===== src/rtl/apb_arbiter.sv =====
// apb_arbiter: two-requester round-robin APB master.
// Define APB_ARB_TIMEOUT_EN to abort PREADY waits after TMO_CYCLES with ERR=1.
module apb_arbiter #(
   parameter int AWIDTH     = 8,
   parameter int DWIDTH     = 8,
   parameter int TMO_CYCLES = 15
) (
   input  logic              PCLK,
   input  logic              PRESET,
   input  logic [1:0]        REQ,
   input  logic [1:0]        WR,
   input  logic [AWIDTH-1:0] ADDR0,
   input  logic [AWIDTH-1:0] ADDR1,
   input  logic [DWIDTH-1:0] WDATA0,
   input  logic [DWIDTH-1:0] WDATA1,
   output logic [1:0]        DONE,
   output logic [DWIDTH-1:0] RDATA,
   output logic              ERR,
   output logic              PSEL,
   output logic              PENABLE,
   output logic              PWRITE,
   output logic [AWIDTH-1:0] PADDR,
   output logic [DWIDTH-1:0] PWDATA,
   input  logic [DWIDTH-1:0] PRDATA,
   input  logic              PREADY
);
   typedef enum logic [1:0] {IDLE, SETUP, ACCESS} state_t;
   state_t state, state_nx;
   logic pri, gnt, win, start, fin, tmo_hit;
   logic [1:0] elig;
   if (TMO_CYCLES < 1 || TMO_CYCLES > 255) begin : g_bad_tmo
      $error("apb_arbiter: TMO_CYCLES must be 1..255");
   end
   // a requester being acknowledged this cycle still holds REQ and must not be re-granted
   assign elig    = REQ & ~DONE;
   assign win     = elig[pri] ? pri : ~pri;
   assign PSEL    = state != IDLE;
   assign PENABLE = state == ACCESS;
`ifdef APB_ARB_TIMEOUT_EN
   logic [7:0] tmo;
   assign tmo_hit = state == ACCESS && !PREADY && tmo == 8'(TMO_CYCLES - 1);
   always_ff @(posedge PCLK)
      if (PRESET) begin
         tmo <= '0;
         ERR <= 1'b0;
      end else begin
         tmo <= start ? 8'd0 : (state == ACCESS && !PREADY) ? tmo + 8'd1 : tmo;
         ERR <= tmo_hit;
      end
`else
   assign tmo_hit = 1'b0;
   assign ERR     = 1'b0;
`endif
   always_comb begin
      start    = state == IDLE && |elig;
      fin      = state == ACCESS && (PREADY || tmo_hit);
      state_nx = start ? SETUP : state == SETUP ? ACCESS : fin ? IDLE : state;
   end
   always_ff @(posedge PCLK)
      if (PRESET) begin
         state  <= IDLE;
         pri    <= 1'b0;
         gnt    <= 1'b0;
         PWRITE <= 1'b0;
         PADDR  <= '0;
         PWDATA <= '0;
         DONE   <= '0;
         RDATA  <= '0;
      end else begin
         state <= state_nx;
         DONE  <= fin ? (gnt ? 2'b10 : 2'b01) : 2'b00;
         if (start) begin
            gnt    <= win;
            pri    <= ~win;
            PWRITE <= WR[win];
            PADDR  <= win ? ADDR1 : ADDR0;
            PWDATA <= win ? WDATA1 : WDATA0;
         end
         if (fin && PREADY && !PWRITE) RDATA <= PRDATA;
      end
endmodule


===== config.mk =====
export PLATFORM = sky130hd
export DESIGN_NAME = apb_arbiter
export DESIGN_NICKNAME = d
export VERILOG_FILES = /design/src/rtl/apb_arbiter.sv
export SDC_FILE = /design/constraint.sdc
export NUM_CORES = 1
export LEC_CHECK = 0
export CAP_MARGIN = 25
export CORE_MARGIN = 5
export CORE_UTILIZATION = 38
export CTS_BUF_LIST = sky130_fd_sc_hd__clkbuf_8 sky130_fd_sc_hd__clkbuf_16
export CTS_CLUSTER_DIAMETER = 150
export DETAILED_ROUTE_END_ITERATION = 12
export PLACE_DENSITY = 0.8
export SLEW_MARGIN = 20
export SYNTH_ARGS = -nofsm -noshare
export SYNTH_HDL_FRONTEND = slang
export SYNTH_SLANG_ARGS = --single-unit

===== constraint.sdc =====
create_clock -name PCLK -period 1.6 [get_ports PCLK]
set_input_delay 0.32 -clock PCLK [delete_from_list [all_inputs] [get_ports PCLK]]
set_output_delay 0.32 -clock PCLK [all_outputs]
set_load 0.02 [all_outputs]

==> results.py <==
metrics = {
    "outcome": {
        "status": "complete, no violations",
    },
    "detailed_routing": {
        "via_per_inst": 4.59,
        "vias": 1259,
        "ant_nets": 0,
        "drc": 0,
        "routed_wl_um": 3410,
        "drt-wirelength-per-cell_um": 12.4,
        "drtPass1Iterations": 4,
        "initialDrtViolationCount": 39,
    },
    "placement": {
        "port-buffer-count": 75,
        "post-dp-hpwl_um": 2540,
        "placed_area_um2": 2210,
        "gp_congestion": 0.713,
    },
    "floorplan": {
        "start_util_pct": 40.2,
        "die_y_um": 70.1,
        "ios": 77,
        "die_w_um": 70.1,
        "num_rows": 21,
        "dieArea_um2": 4920,
        "core_area_um2": 3420,
    },
    "sta": {
        "hold_viol_final": 0,
        "rsz0062_at_grt": "no",
        "max_freq_ghz": 0.648,
        "setup-tns-final_ps": 0,
        "setup_viol": 0,
        "finalMaxSlewViolations": 0,
        "fin_crit_sh_pct": 96.4,
        "min_period_ps": 1540,
        "finClkSkew_ps": 4.70,
    },
    "yosys": {
        "yosysWarnings": 0,
        "netlist_area_um2": 1370,
        "synthArstFlopShare_pct": 0,
        "synth_nets": 195,
        "postSynthAreaPerCell_um2": 9.28,
        "ys_seq_area_share_pct": 45.2,
        "synth_area_leaders": "dfxtp_1 45%, nand2_1 9.3%, a311oi_2 8.7%, nor2_1 7.9%, mux2i_1 6.6%",
        "synth_flop_cell": "dfxtp_1",
        "synth_edf_count": 0,
        "synthCells": 148,
        "yosysMostFrequentCell": "nand2_1",
        "synth_top_cell_area_share_pct": 45.2,
        "synth.cells.most_frequent": "34 x nand2_1, 31 x dfxtp_1, 29 x nor2_1, 9 x a311oi_1, 9 x mux2i_1",
        "synth_largest_area_cell": "dfxtp_1",
        "yosys_register_bits": 31,
        "synth_cell_type_count": 26,
    },
    "layout": {
        "multi_input_area_um2": 658,
        "fin_nets": 274,
        "drive_above_1_share_pct": 13.6,
        "fin_area_um2": 2330,
        "fill_cells": 288,
        "seqCellArea_um2": 621,
        "area_delta_synth_final_pct": 69.6,
        "num_antenna_cells": 0,
    },
    "worst_setup_path": {
        "ff2ff_path_depth": 5,
        "crit_path_end_kind": "output port",
        "timing.rr.end": "PWDATA[0]$_SDFFE_PP0P_",
        "path_buf_inv": 1,
        "path_delay_family": "buffers and inverters",
        "ff2ff_setup_slack_ps": 200,
        "critPathLaunch": "PWDATA[1]$_SDFFE_PP0P_",
        "cp-start-kind": "flop",
        "crit_required_ps": 1280,
        "reg2reg_from": "state[0]$_SDFFE_PP0P_",
        "slowest_delay_ps": 610,
        "cp_cell_sequence": "clkdlybuf4s50_1",
        "cp.depth": 1,
        "crit_arrival_ps": 1220,
        "crit_slowest_cell": "clkdlybuf4s50_1",
        "critPathKind": "flop to output port",
        "cp_max_fo": 2,
        "critPathCapture": "PWDATA[1]",
    },
    "clock_tree": {
        "hold_buffers": 0,
        "cts_buffer_depth": 2,
        "clk_pin_slew_ps": 60,
        "h-tree-depth": 2,
        "cts_made_buffers": 5,
        "cts_tree": "built",
        "clk_latency_ps": 280,
        "post_cts_buffers": 0,
        "cts_sinks": 31,
        "root_buffer": "clkbuf_8",
    },
    "worst_hold_path": {
        "hold_class": "flop to flop",
    },
    "run": {
        "cap_violations": 0,
    },
    "grt": {
        "grt_antenna_before_repair": 0,
        "grt_pass1_vias": 1219,
        "grt-ovfl-total": 0,
        "grt_usage_pct": 14.5,
        "grt_pass1_wl_um": 5730,
        "grt_start_max_net_pins": 32,
    },
    "power": {
        "irDropWorstVdd_mv": 0.602,
        "leakagePower_nw": 0.914,
        "p_per_area_nw_per_um2": 1030,
    },
}
==> layout by cell type (no fill, tap or decap), drive strengths merged <==
cell type | synthesis | layout
clkinv | 0 | 1
buf | 9 | 8
or2 | 1 | 1
a21oi | 4 | 4
nand2b | 2 | 2
nor3b | 2 | 2
a311oi | 17 | 17
conb | 1 | 1
nor2b | 1 | 1
dlymetal6s2s | 0 | 1
nand3b | 1 | 1
mux2i | 9 | 9
nor2 | 30 | 30
a211oi | 1 | 1
a21o | 1 | 1
dfxtp | 31 | 31
inv | 1 | 1
nor3 | 1 | 1
clkbuf | 2 | 6
nand2 | 34 | 34
bufinv | 0 | 1
clkdlybuf4s50 | 0 | 71
dlygate4sd2 | 0 | 3
==> registers in the layout, summed over array words and instances (netlist names) <==
signal,count
PADDR,8
gnt,1
DONE,2
PWRITE,1
RDATA,8
state,2
PWDATA,8
pri,1
==> cell families after synthesis <==
kind of cell           Yosys count  synth area share, %
and+or+nand+nor                 72                 22.6
muxes                            9                 6.56
other                            1                0.273
buffers and inverters           12                 7.47
AOI/OAI and AO/OA               23                 17.9
DFF                             31                 45.2
==> worst min-delay path by stage <==
| stage | cells after the start | to | start | slack [ps] |
|---|---|---|---|---|
| global placement | 1 | DONE[0]$_SDFF_PP0_ | gnt$_SDFFE_PP0P_ | 430 |
| global route | 1 | DONE[0]$_SDFF_PP0_ | gnt$_SDFFE_PP0P_ | 490 |
| detailed placement | 1 | DONE[0]$_SDFF_PP0_ | gnt$_SDFFE_PP0P_ | 450 |
| floorplan | 1 | PWDATA[0]$_SDFFE_PP0P_ | PRESET | 390 |
| finish | 1 | DONE[0]$_SDFF_PP0_ | gnt$_SDFFE_PP0P_ | 460 |
| CTS | 1 | DONE[0]$_SDFF_PP0_ | gnt$_SDFFE_PP0P_ | 460 |
==> per-stage QoR <==
stage	util [%]	power (W)	worst slack, ps	hold WS, ps	instances
6_report	68.2	0.00241	56.9	456	274
3_5_place_dp	64.8	0.00166	-143	447	266
2_1_floorplan	-	0.00133	235	392	148
4_1_cts	68.1	0.00245	19.0	461	274
3_3_place_gp	64.8	0.00165	-85.3	427	266
5_1_grt	68.2	0.00254	5.11	493	274
==> per-layer routing <==
metal,vias up,track usage [%],wire length (µm)
met1,546,16.7,1420
met3,7,5.74,330
li1,660,-,-
met5,-,0,0
met2,46,23.7,1600
met4,0,5.96,59
==> layout make-up <==
type	instances	share of cell area (%)
clock buffer	6	3.54
clock inverter	2	1.50
multi-input combinational	105	28.2
tap	46	2.47
inverter	1	0.161
timing repair buffer	83	37.4
sequential	31	26.6
==> power breakdown <==
part	leakage, nW	internal (W)	total, W	switching (W)
combinational	0.598	0.000385	0.000729	0.000344
sequential	0.255	0.000853	0.000898	0.0000454
clock	0.0612	0.000503	0.000781	0.000278
total	0.914	0.00174	0.00241	0.000667
==> timing repair <==
item,in CTS,in global routing
cloned,0,0
setup endpoints to repair,3,1
gates resized for setup,3,1
Power figures use the tool's default switching activity.
